## src/rtl/multi_countdown_timer_if.sv

```systemverilog
// ---------------------------------------------------------------------------
// multi_countdown_timer_if
// Command/status bundle between the keypad/mode controller (master) and the
// multi-channel countdown timer (slave). The display mux and buzzer driver
// read the status half of the bundle.
// ---------------------------------------------------------------------------
interface multi_countdown_timer_if #(
  parameter int CHANNELS = 2,
  parameter int CH_W     = 1
);

  // Command side: one encoded command per cycle, aimed at one channel.
  logic [1:0]             timer_mode;
  logic [CH_W-1:0]        ch_sel;
  logic [23:0]            time_in;

  // Status side: channel k occupies time_out[24k +: 24] as {hour, min, sec}.
  logic [24*CHANNELS-1:0] time_out;
  logic [CHANNELS-1:0]    buzzer;
  logic [CHANNELS-1:0]    running;
  logic                   load_err;

  modport master (
    output timer_mode, ch_sel, time_in,
    input  time_out, buzzer, running, load_err
  );

  modport slave (
    input  timer_mode, ch_sel, time_in,
    output time_out, buzzer, running, load_err
  );

endinterface

```

## src/rtl/multi_countdown_timer.sv

```systemverilog
// ---------------------------------------------------------------------------
// multi_countdown_timer
// CHANNELS independent HH:MM:SS packed-BCD countdowns clocked by a 1 Hz
// clock. Each channel has load/start/pause control, load validation and a
// buzzer that stays on for BUZZ_SECS cycles after expiry unless acknowledged.
//
// Optional feature, macro MULTI_TIMER_AUTO_RELOAD_EN:
//   defined   - each channel remembers its last valid load value and, when
//               the buzzer times out, restarts from it (periodic timer).
//   undefined - after the buzzer times out the channel rests in IDLE at
//               00:00:00.
// ---------------------------------------------------------------------------
module multi_countdown_timer #(
  parameter int CHANNELS  = 2,
  parameter int BUZZ_SECS = 5,
  parameter int CH_W      = 1
) (
  input  logic                    clk_1hz,
  input  logic                    reset,
  multi_countdown_timer_if.slave  bus
);

  // Channel states (legacy-compatible encoding).
  localparam logic [1:0] ST_IDLE  = 2'd0;
  localparam logic [1:0] ST_RUN   = 2'd1;
  localparam logic [1:0] ST_ALARM = 2'd2;

  // Command encoding on timer_mode.
  localparam logic [1:0] CMD_NONE  = 2'b00;
  localparam logic [1:0] CMD_LOAD  = 2'b01;
  localparam logic [1:0] CMD_START = 2'b10;
  localparam logic [1:0] CMD_PAUSE = 2'b11;

  localparam logic [23:0] T_ZERO    = 24'h00_00_00;
  localparam logic [23:0] T_ONE     = 24'h00_00_01;
  localparam logic [7:0]  BUZZ_INIT = 8'(BUZZ_SECS);

  // -------------------------------------------------------------------------
  // BCD helpers
  // -------------------------------------------------------------------------

  // Decrement one packed-BCD byte that is known to be non-zero.
  function automatic logic [7:0] bcd_dec8(input logic [7:0] v);
    if (v[3:0] != 4'd0) begin
      return {v[7:4], v[3:0] - 4'd1};
    end
    return {v[7:4] - 4'd1, 4'h9};
  endfunction

  // One-second decrement with borrow from minutes and hours; holds at zero.
  function automatic logic [23:0] bcd_dec_time(input logic [23:0] t);
    if (t[7:0] != 8'h00) begin
      return {t[23:8], bcd_dec8(t[7:0])};
    end
    if (t[15:8] != 8'h00) begin
      return {t[23:16], bcd_dec8(t[15:8]), 8'h59};
    end
    if (t[23:16] != 8'h00) begin
      return {bcd_dec8(t[23:16]), 16'h5959};
    end
    return t;
  endfunction

  // A load is legal when every digit is decimal and both tens-of-sixty
  // digits (sec, min) are at most 5. Hours may span 00..99.
  function automatic logic bcd_time_valid(input logic [23:0] t);
    return (t[3:0]   <= 4'd9) && (t[7:4]   <= 4'd5) &&
           (t[11:8]  <= 4'd9) && (t[15:12] <= 4'd5) &&
           (t[19:16] <= 4'd9) && (t[23:20] <= 4'd9);
  endfunction

  // -------------------------------------------------------------------------
  // Shared command decode
  // -------------------------------------------------------------------------
  logic [31:0] sel_ext;
  logic        sel_hit;
  logic        load_ok;
  logic        load_err_q;
  logic        load_err_d;

  // Decode which channel (if any) the current command addresses.
  always_comb begin
    // NOTE: every signal driven here gets a value before any conditional
    // logic, so no path leaves it unassigned and no latch is inferred.
    sel_ext    = 32'(bus.ch_sel);
    sel_hit    = (sel_ext < 32'(CHANNELS));
    load_ok    = bcd_time_valid(bus.time_in);
    load_err_d = sel_hit && (bus.timer_mode == CMD_LOAD) && !load_ok;
  end

  // Register the rejected-load flag so it appears as a one-cycle pulse.
  always_ff @(posedge clk_1hz) begin
    // NOTE: sequential state is updated with non-blocking assignments so all
    // registers sample their inputs from before the edge.
    if (reset) begin
      load_err_q <= 1'b0;
    end else begin
      load_err_q <= load_err_d;
    end
  end

  assign bus.load_err = load_err_q;

  // -------------------------------------------------------------------------
  // Per-channel countdown
  // -------------------------------------------------------------------------
  for (genvar k = 0; k < CHANNELS; k++) begin : g_ch
    logic [23:0] time_q, time_d;
    logic [1:0]  state_q, state_d;
    logic [7:0]  buzz_q, buzz_d;
    logic        chan_hit;
`ifdef MULTI_TIMER_AUTO_RELOAD_EN
    logic [23:0] reload_q, reload_d;
`endif

    assign chan_hit = sel_hit && (sel_ext == 32'(k));

    // Next state: autonomous countdown/alarm first, then the command to this
    // channel overrides it, so a command beats an expiry in the same cycle.
    always_comb begin
      time_d  = time_q;
      state_d = state_q;
      buzz_d  = buzz_q;
`ifdef MULTI_TIMER_AUTO_RELOAD_EN
      reload_d = reload_q;
`endif

      case (state_q)
        ST_IDLE: begin
        end
        ST_RUN: begin
          if (time_q == T_ONE) begin
            time_d  = T_ZERO;
            state_d = ST_ALARM;
            buzz_d  = BUZZ_INIT;
          end else if (time_q != T_ZERO) begin
            time_d = bcd_dec_time(time_q);
          end
        end
        ST_ALARM: begin
          if (buzz_q <= 8'd1) begin
            buzz_d = 8'd0;
`ifdef MULTI_TIMER_AUTO_RELOAD_EN
            time_d  = reload_q;
            state_d = (reload_q != T_ZERO) ? ST_RUN : ST_IDLE;
`else
            state_d = ST_IDLE;
`endif
          end else begin
            buzz_d = buzz_q - 8'd1;
          end
        end
        default: begin
          state_d = ST_IDLE;
        end
      endcase

      if (chan_hit) begin
        case (bus.timer_mode)
          CMD_LOAD: begin
            if (load_ok) begin
              time_d  = bus.time_in;
              state_d = ST_IDLE;
              buzz_d  = 8'd0;
`ifdef MULTI_TIMER_AUTO_RELOAD_EN
              reload_d = bus.time_in;
`endif
            end
          end
          CMD_START: begin
            if ((state_q == ST_IDLE) && (time_q != T_ZERO)) begin
              state_d = ST_RUN;
            end else if (state_q == ST_ALARM) begin
              // Acknowledge silences the buzzer and never triggers a reload.
              time_d  = time_q;
              state_d = ST_IDLE;
              buzz_d  = 8'd0;
            end
          end
          CMD_PAUSE: begin
            if (state_q == ST_RUN) begin
              time_d  = time_q;
              state_d = ST_IDLE;
            end
          end
          CMD_NONE: begin
          end
          default: begin
          end
        endcase
      end
    end

    // Channel registers with synchronous reset.
    always_ff @(posedge clk_1hz) begin
      // NOTE: the reload store is cleared with the rest of the channel so a
      // timeout after reset can never restart from stale contents.
      if (reset) begin
        time_q  <= T_ZERO;
        state_q <= ST_IDLE;
        buzz_q  <= 8'd0;
`ifdef MULTI_TIMER_AUTO_RELOAD_EN
        reload_q <= T_ZERO;
`endif
      end else begin
        time_q  <= time_d;
        state_q <= state_d;
        buzz_q  <= buzz_d;
`ifdef MULTI_TIMER_AUTO_RELOAD_EN
        reload_q <= reload_d;
`endif
      end
    end

    // Status outputs are decodes of registered state, so running and buzzer
    // are mutually exclusive by construction.
    assign bus.time_out[24*k +: 24] = time_q;
    assign bus.buzzer[k]            = (state_q == ST_ALARM);
    assign bus.running[k]           = (state_q == ST_RUN);
  end

endmodule

```

## src/flat_wrapper.sv

```systemverilog
// flat-port wrapper written by rule: the top's interface ports become plain ports
module multi_countdown_timer_flat 
#(
  parameter int CHANNELS  = 2,
  parameter int BUZZ_SECS = 5,
  parameter int CH_W      = 1
)
  (clk_1hz, reset, bus_timer_mode, bus_ch_sel, bus_time_in, bus_time_out, bus_buzzer, bus_running, bus_load_err);
  multi_countdown_timer_if #(.CHANNELS(CHANNELS), .CH_W(CH_W)) bus_i ();
  input  logic clk_1hz;
  input  logic reset;
  input wire logic [$bits(bus_i.timer_mode)-1:0] bus_timer_mode;
  input wire logic [$bits(bus_i.ch_sel)-1:0] bus_ch_sel;
  input wire logic [$bits(bus_i.time_in)-1:0] bus_time_in;
  output wire logic [$bits(bus_i.time_out)-1:0] bus_time_out;
  output wire logic [$bits(bus_i.buzzer)-1:0] bus_buzzer;
  output wire logic [$bits(bus_i.running)-1:0] bus_running;
  output wire logic [$bits(bus_i.load_err)-1:0] bus_load_err;
  assign bus_i.timer_mode = bus_timer_mode;
  assign bus_i.ch_sel = bus_ch_sel;
  assign bus_i.time_in = bus_time_in;
  assign bus_time_out = bus_i.time_out;
  assign bus_buzzer = bus_i.buzzer;
  assign bus_running = bus_i.running;
  assign bus_load_err = bus_i.load_err;
  multi_countdown_timer #(.CHANNELS(CHANNELS), .BUZZ_SECS(BUZZ_SECS), .CH_W(CH_W)) u_core (.clk_1hz(clk_1hz), .reset(reset), .bus(bus_i));
endmodule
```

## config.mk

```make
export PLATFORM = sky130hd
export DESIGN_NAME = multi_countdown_timer_flat
export DESIGN_NICKNAME = d
export VERILOG_FILES = /design/src/rtl/multi_countdown_timer_if.sv /design/src/rtl/multi_countdown_timer.sv /design/src/flat_wrapper.sv
export SDC_FILE = /design/constraint.sdc
export NUM_CORES = 1
export LEC_CHECK = 0
export ABC_AREA = 1
export CORE_MARGIN = 2
export CORE_UTILIZATION = 45
export CTS_BUF_LIST = sky130_fd_sc_hd__clkbuf_8
export CTS_CLUSTER_DIAMETER = 200
export DETAILED_ROUTE_END_ITERATION = 8
export GPL_TIMING_DRIVEN = 0
export HOLD_SLACK_MARGIN = 0.1
export PLACE_DENSITY_LB_ADDON = 0.2
export SLEW_MARGIN = 20
export SYNTH_ARGS = -nofsm -noshare
export SYNTH_HDL_FRONTEND = slang
export SYNTH_SLANG_ARGS = --single-unit
```

## constraint.sdc

```tcl
create_clock -name clk_1hz -period 1.92 [get_ports clk_1hz]
set_input_delay 0.288 -clock clk_1hz [delete_from_list [all_inputs] [get_ports clk_1hz]]
set_output_delay 0.288 -clock clk_1hz [all_outputs]
set_load 0.01 [all_outputs]
```

After elaboration in Yosys (flattened, before gate mapping)
Index checks and enable logic that the tools add are counted. Widths: inputs -> output; s select.

$add $sub $neg: 14. Magnitude comparators: 8. Equal/unequal tests: 13. Multiplexer cells: 142. Reductions and logical operators: 28.

Operators with widths (number): $mux 24 (28); $mux 8 (24); $pmux 24 s3 (2); $mux 1 (66); $pmux 8 s2 (4); $eq 24x1->1 const B (2); $reduce_bool 24->1 (2); $reduce_bool 8->1 (6); $sub 4x1->4 const B (12); $logic_not 32->1 (1); $mux 2 (14); $pmux 2 s3 (4); $reduce_bool 4->1 (6); $le 4x4->1 const B (4); $le 8x1->1 const B (2); $sub 8x1->8 const B (2); $eq 2x2->1 const B (4); $le 4x3->1 const B (2); $logic_and 1x1->1 (8); $eq 2x1->1 const B (3); $ne 3x3->1 const B (2); $logic_not 2->1 (2); $ne 4x3->1 const B (1); $ne 4x4->1 const B (1); 2 further kinds (3).

Register bits: 69. Bits of input ports: 29. Word-level logic and storage cells: 212.

Logic depth before layout (Yosys ltp)
Gate-level depths: netlist of run 1.

Depth after elaboration: 26. Mapped depth: 14. Gate-level depth less buffers: 14.

Least setup slack after synthesis of run 1
No wires, ideal clock.

Path kind: register to register. Start point: register u_core.g_ch[1].time_q[8]. End point: register u_core.g_ch[1].buzz_q[0]. Arrival time: 1.654 ns. Required time: 1.787 ns. Setup slack: 0.134 ns. Stages on the path, launching flop included: 10. Path buffers: 0. Path through: dfxtp_1 -> inv_1 -> ha_1 -> nand3_4 -> nor2_4 -> nand3_2 -> nand3_1 -> nand2_1 -> o21ai_1 -> nor2_1.

Longest elaborated chain between the ends: 7. Elaborated cells on any way between the ends: 10. Those cells by class: eq/ne: 1; mux: 7; reduce/logical: 2.

Ends and longest elaborated chain: start: declaration (RTL line multi_countdown_timer.sv:108) `logic [23:0] time_q, time_d;`; start signal: assignment (RTL line multi_countdown_timer.sv:206) `time_q <= time_d;`; $eq 24x1->1 (RTL line multi_countdown_timer.sv:132) `if (time_q == T_ONE) begin`; $mux 8 (RTL line multi_countdown_timer.sv:132); $pmux 8 s2 (RTL line multi_countdown_timer.sv:128) `case (state_q)`; $mux 8 (RTL line multi_countdown_timer.sv:173) `end else if (state_q == ST_ALARM) begin`; $mux 8 (RTL line multi_countdown_timer.sv:171) `if ((state_q == ST_IDLE) && (time_q != T_ZERO)) begin`; $pmux 8 s2 (RTL line multi_countdown_timer.sv:159) `case (bus.timer_mode)`; $mux 8 (*) (RTL line multi_countdown_timer.sv:158) `if (chan_hit) begin`; end signal: assignment (RTL line multi_countdown_timer.sv:208) `buzz_q <= buzz_d;`; end: declaration (RTL line multi_countdown_timer.sv:110) `logic [7:0] buzz_q, buzz_d;`.

Mark *: on every way between the ends. The rest lies on a longest branch, timed or not. A chain may end at the register's enable or synchronous reset.

Worst setup path in the final report of run 1
Start point: register u_core.g_ch[1].time_q[9]. End point: register u_core.g_ch[1].time_q[0].

Longest elaborated chain between the ends: 15. Elaborated cells on any way between the ends: 25. Those cells by class: eq/ne: 2; mux: 19; reduce/logical: 4.

Ends and longest elaborated chain: $reduce_bool 8->1 (RTL line multi_countdown_timer.sv:55) `if (t[15:8] != 8'h00) begin`; $mux 1 (2 in a row) (RTL line multi_countdown_timer.sv:55); $mux 1 (RTL line multi_countdown_timer.sv:136) `end else if (time_q != T_ZERO) begin`; $mux 1 (RTL line multi_countdown_timer.sv:132); $mux 1 (RTL line multi_countdown_timer.sv:128); $mux 24 (RTL line multi_countdown_timer.sv:58) `if (t[23:16] != 8'h00) begin`; $mux 24 (RTL line multi_countdown_timer.sv:55); $mux 24 (RTL line multi_countdown_timer.sv:136); $mux 24 (RTL line multi_countdown_timer.sv:132); $mux 24 (RTL line multi_countdown_timer.sv:128); $mux 24 (RTL line multi_countdown_timer.sv:173); $mux 24 (RTL line multi_countdown_timer.sv:171); $pmux 24 s3 (RTL line multi_countdown_timer.sv:159); $mux 24 (RTL line multi_countdown_timer.sv:158).

Several ways; a longest one is shown, not always the timed one. The select of a mux whose other input is x is not followed.

==> impl_results.md, run 1 <==
- Status: finished, final reports clean
- Fmax: 523 MHz
- Die height: 122 µm
- Clock root buffer: clkbuf_8
- Post-synthesis average cell area: 5.92 µm²
- Synth Warn #: 0
- I/O Pins: 82
- Top cells by area, synth: dfxtp_1, nand2_1, nor2_1
- WL met2: 10300 µm
- Initial antenna violation count: 0
- Final period util: 0.997
- Initial Util: 0.457
- Syn Nets: 1130
- Worst setup margin: 0.00642 ns
- Vias per cell: 5.41
- Synthesis-to-finish area growth: 38.1%
- Total CTS buffers: 9
- Peak VDD IR: 436 µV
- DR vias: 7537
- Port Buffer Count: 80
- Clk Latency, worst-skew pair: 0.40 ns
- CTS tree: done
- DR WL/cell: 15.8 µm
- Commonest non-fill, non-tap cell in the layout: nand2_1
- Die area: 15000 µm²
- Async SR Flop Fraction: 0
- Largest net degree at the start of global routing: 13
- Final RePlAce weighted congestion: 0.919
- First-pass GRT wire length: 33100 µm
- Post-synth top area share: 0.219
- Crit end category: flop
- Fin util: 0.631
- Final setup violation count: 0
- Distinct cells, synth: 40
- Post-Place Setup Slack: -0.647 ns
- Fin nets: 1274
- Cell taking the most area after synthesis: dfxtp_1
- Register area share after synthesis: 0.219
- Routed WL: 22000 µm
- Total power: 6.38 mW
- # DRC: 0
- Top layer in use: met4
- Pwr dens: 733 nW/µm²
- Antenna Cells: 0
- Worst Tran Pin Value: 0.710 ns
- Die span in x: 122 µm
- Post-Route Skew: 0.0165 ns
- Count of pins over their slew limit: 0
- WP data required: 2.21 ns
- Router iterations before antenna repair: 7
- Crit path launch type: flop
- Tot GR Track Use: 0.282
- 1st-iter DRT viols: 756
- Final hold vios: 0
- WL met1: 9080 µm
- Synthesized cell area: 6300 µm²
- Core footprint: 13800 µm²
- Clock Tree Buf Depth: 2
- Crit Path Max Fanout: 10
- Clk slew on worst S/H paths: 0.09 ns
- Most frequent cells in the layout: nand2_1, nor2_1, inv_1, nand3_1, clkdlybuf4s50_1
- Htree depth: 3
- Overflow after GRT: 0
- Critical path class: flop to flop
- Worst Hold Class: input pin to flop
- Number of synthesized flops with an enable pin: 0
- Synth Flop Type: dfxtp_1
- Leak: 4.00 nW
- Fin crit period: 1.91 ns
- Dpl hpwl: 15100 µm
- Arrival time worst endpoint: 2.20 ns
- Slew HR: 0.527
- Flop and latch count out of synthesis: 69
- Met3 Routed Length: 1680 µm
- Layout cell share with drive strength beyond 1: 0.219
- Max_cap viols: 0
- RSZ-0062 raised after global routing: true
- Row count: 43
- Mapped Cells: 1063
- DRT antenna net count: 0
- Vias in the first global route: 6534
- Clk sinks: 69
cell usage after synthesis, types with 7 or more instances:
| library cell | number |
|---|---|
| ha_1 | 38 |
| buf_6 | 7 |
| inv_1 | 117 |
| nand2_1 | 306 |
| dfxtp_1 | 69 |
| inv_2 | 16 |
| buf_2 | 8 |
| nand3_1 | 86 |
| nor2_1 | 146 |
| nand4_1 | 19 |
| a21oi_1 | 68 |
| nor2_2 | 7 |
| nor3_1 | 15 |
| buf_4 | 9 |
| o211ai_1 | 8 |
| o21ai_0 | 58 |
| nand3_2 | 9 |
| clkbuf_1 | 10 |
report_power, final:
| part | internal [mW] | switching, mW |
|---|---|---|
| clock network | 1.25 | 0.659 |
| logic | 1.24 | 1.62 |
| registers | 1.50 | 0.0987 |
flip-flops by register name (all words and copies together), names as in the netlist:
register and count:
u_core.g_ch.state_q 4, u_core.bus.load_err 1, u_core.g_ch.time_q 48, u_core.g_ch.buzz_q 16
through the flow:
| stage | setup TNS, ns | instances | hold slack (ns) | instance area [µm²] |
|---|---|---|---|---|
| 6_report | 0 | 1392 | 0.297 | 8700 |
| 3_3_place_gp | -27.79 | 1323 | 0.475 | 7320 |
| 5_1_grt | -0.649 | 1392 | 0.305 | 8700 |
| 2_1_floorplan | 0 | 1063 | 0.453 | 6300 |
| 4_1_cts | -0.0247 | 1355 | 0.291 | 7940 |
| 3_5_place_dp | -28.23 | 1323 | 0.479 | 7320 |
critical path: stages (launching register included):
cell and delay [ns]:
dfxtp_4 0.37, inv_4 0.08, ha_4 0.16, nand3_4 0.13
nor2_4 0.22, buf_6 0.13, nand3_4 0.10, nand2_8 0.12
inv_4 0.04, buf_8 0.14, o211ai_1 0.09, nand2_1 0.09
nand2_1 0.07, a21oi_2 0.05
logic make-up (layout without fill, tap and decap cells):
| family | after synthesis | after routing | synth area share |
|---|---|---|---|
| flip-flops | 69 | 69 | 0.219 |
| buffers and inverters | 171 | 320 | 0.117 |
| AO/OA/AOI/OAI | 153 | 153 | 0.131 |
| XOR/XNOR | 11 | 11 | 0.0153 |
| AND/OR/NAND/NOR | 621 | 621 | 0.442 |
| adder cells (fa/ha/maj) | 38 | 38 | 0.0755 |
worst paths after layout:
path,startpoint,slack (ns),end,cells past startpoint
worst min register to register,u_core.g_ch[0].time_q[8],0.50,u_core.g_ch[0].time_q[8],2
worst min-delay path,bus_ch_sel,0.30,u_core.g_ch[1].state_q[0],4
worst max register to register,u_core.g_ch[1].time_q[9],0.006,u_core.g_ch[1].time_q[0],13
worst max-delay path,u_core.g_ch[1].time_q[9],0.006,u_core.g_ch[1].time_q[0],13
area by class of cell:
type / instances / area, µm²
Clock buffer: 9 / 124
Fill cell: 1322 / 5080
Timing Repair Buffer: 133 / 1310
Sequential cell: 69 / 1430
Inverter: 135 / 541
Tap cell: 180 / 225
Clock inverter: 7 / 185
Buffer: 36 / 322
Multi-Input combinational cell: 823 / 4560
per-layer routing:
metal,global-route usage,vias up
met1,0.362,3414
li1,-,3709
met5,0,-
met4,0.129,0
met3,0.0474,78
met2,0.463,336
timing repair:
item	4_1_cts	5_1_grt
hold buffers	0	0
cloned	0	5
endpoints found under the setup margin	70	67
pin swaps	9	26
setup buffers	16	32
endpoints found under the hold margin	0	0
resized for setup	64	135
No activity file was read; power rests on OpenSTA's default activity.
==> run 2: changes to the inputs <==
--- a/config.mk
+++ b/config.mk
@@ -11,6 +11,7 @@
 export CTS_BUF_LIST = sky130_fd_sc_hd__clkbuf_8
 export CTS_CLUSTER_DIAMETER = 200
 export DETAILED_ROUTE_END_ITERATION = 8
+export DONT_BUFFER_PORTS = 1
 export GPL_TIMING_DRIVEN = 0
 export HOLD_SLACK_MARGIN = 0.1
 export PLACE_DENSITY_LB_ADDON = 0.2
==> impl_results.md, run 2 (synthesis results as in run 1) <==
- Dpl cells: 1243 (-6.0%)
- Worst setup margin: -0.00766 ns (-0.0141 ns)
- Synthesis-to-finish area growth: 22.9%
- Post-Route Skew: 0.0177 ns (+0.00118 ns)
- Failing checks: negative setup slack
- Die area: 15000 µm² (unchanged)
- Crit Path Max Fanout: 10 (unchanged)
- Vias in the first global route: 5922 (-9.4%)
- Min Hold Slack: 0.102 ns (-0.196 ns)
- Worst Tran Pin Value: 0.674 ns (-0.0356 ns)
- Slew HR: 0.550 (+0.0237)
- Crit end category: flop
- DR vias: 7034 (-6.7%)
- Total CTS buffers: 9 (unchanged)
- Final period util: 1.00 (+0.00733)
- Router iterations before antenna repair: 6 (-1)
- Die height: 122 µm (unchanged)
- Critical path class: flop to flop
- Fin util: 0.562 (-0.0696)
- Dpl hpwl: 14900 µm (-1.1%)
- Leading registers by flop count: u_core.g_ch.time_q (48), u_core.g_ch.buzz_q (16), u_core.g_ch.state_q (4)
- Leak: 3.61 nW (-9.7%)
- Clk slew on worst S/H paths: 0.09 ns (about the same)
- Routed WL: 21400 µm (-2.9%)
- Clk sinks: 69 (unchanged)
- Largest Register: u_core.g_ch.time_q
- Non-Filler Instances: 1308 (-6.0%)
- Final setup violation count: 1 (+1)
- Status: finished, violations left
- Clock Tree Buf Depth: 2 (unchanged)
- Worst Hold Class: input pin to flop
- DRT antenna net count: 0 (unchanged)
- Fin crit period: 1.93 ns (+0.0141 ns)
- Most frequent cells in the layout: nand2_1, nor2_1, inv_1, nand3_1, a21oi_1
- 1st-iter DRT viols: 672 (-11%)
- WP data required: 2.25 ns (+0.04 ns)
- Overflow after GRT: 0 (unchanged)
- Count of pins over their slew limit: 0 (unchanged)
- Antenna Cells: 0 (unchanged)
- Final hold vios: 0 (unchanged)
- Die span in x: 122 µm (unchanged)
- Commonest non-fill, non-tap cell in the layout: nand2_1
- Tot GR Track Use: 0.271 (-0.0115)
- Crit path launch type: flop
- Max_cap viols: 0 (unchanged)
- Htree depth: 3 (unchanged)
- First-pass GRT wire length: 31400 µm (-5.2%)
- Final RePlAce weighted congestion: 0.956 (+4.0%)
- Row count: 43 (unchanged)
- DR WL/cell: 16.3 µm (+3.4%)
- Vias per cell: 5.38 (-0.68%)
- Peak VDD IR: 473 µV (+8.4%)
- I/O Pins: 82 (unchanged)
- RSZ-0062 raised after global routing: true
- CTS tree: done
- Layout cell share with drive strength beyond 1: 0.221 (+0.00127)
- Largest net degree at the start of global routing: 13 (unchanged)
- Clock root buffer: clkbuf_8
- Initial antenna violation count: 0 (unchanged)
- Arrival time worst endpoint: 2.26 ns (+0.06 ns)
- Clk Latency, worst-skew pair: 0.38 ns (-0.02 ns)
- Port Buffer Count: 0 (-100%)
- Fmax: 519 MHz (-0.73%)
- Initial Util: 0.457 (unchanged)
- Fin nets: 1190 (-6.6%)
- Total power: 5.77 mW (-9.6%)
- Core footprint: 13800 µm² (unchanged)
- Max reg flops: 48 (unchanged)
- Pwr dens: 745 nW/µm² (+1.6%)
- Final Cell Area: 7740 µm² (-11%)
- # DRC: 0 (unchanged)
- Cell Area, Placed: 6520 µm² (-11%)
-- run 2: changes by cell type in the layout (fill, tap and decap cells not counted), moves of 5 or more --
cell	change
a21oi_1	+6
a21oi_2	-6
buf_4	-6
clkdlybuf4s50_1	-77
dfxtp_1	-5
dfxtp_4	+6
inv_2	-7
inv_4	+6
o21ai_0	+7
o21ai_1	-6
-- run 2: worst paths after layout --
check / depth (start not counted) / slack [ns] / start / to
setup reg to reg: 13 / -0.008 / u_core.g_ch[1].time_q[9] / u_core.g_ch[1].time_q[22]
hold / removal: 2 / 0.10 / bus_time_in[13] / u_core.g_ch[1].time_q[13]
hold reg to reg: 2 / 0.50 / u_core.g_ch[0].time_q[9] / u_core.g_ch[0].time_q[9]
setup / recovery: 13 / -0.008 / u_core.g_ch[1].time_q[9] / u_core.g_ch[1].time_q[22]
-- run 2: worst max-delay path, stage by stage (launching register included) --
cell and delay, ns:
dfxtp_4 0.38, inv_4 0.08, ha_4 0.16, nand3_4 0.10, nor2_4 0.19, nand3_2 0.15, nand2_2 0.11, nand3_2 0.08
nand2_4 0.18, inv_4 0.08, buf_6 0.16, nand3_1 0.08, nand2_1 0.05, inv_1 0.04
-- run 2: per-layer routing --
metal / GRT usage / share of wire
met2: 0.437 / 0.47
met5: 0 / 0
met4: 0.102 / 0.032
met3: 0.0446 / 0.065
met1: 0.362 / 0.43
-- run 2: report_power, final --
group | internal [mW] | switching [mW] | leakage [nW] | total (mW)
registers | 1.50 | 0.151 | 0.575 | 1.65
clock network | 1.03 | 0.653 | 0.136 | 1.68
logic | 0.994 | 1.44 | 2.90 | 2.43
-- run 2: area by class of cell --
type / count / area, µm²
fill: 1404 / 6030
multi-input combinational: 823 / 4510
sequential: 69 / 1450
inverter: 135 / 546
timing repair buffer: 49 / 440
buffer: 36 / 300
tap: 180 / 225
clock buffer: 10 / 138
clock inverter: 6 / 134
-- run 2: what timing repair did --
| item | CTS | global route |
|---|---|---|
| resized for setup | 63 | 114 |
| pin swaps | 9 | 22 |
| endpoints found under the hold margin | 5 | 0 |
| cloned | 0 | 4 |
| setup endpoints to repair | 68 | 68 |
| setup buffers | 15 | 26 |
| hold buffers | 4 | 0 |
-- run 2: stage by stage --
step	setup TNS [ns]	worst slack [ns]
3_5_place_dp	-13.33	-0.328
5_1_grt	-1.73	-0.0921
2_1_floorplan	0	0.134
3_3_place_gp	-13.00	-0.331
6_report	-0.00766	-0.00766
4_1_cts	0	0.000167
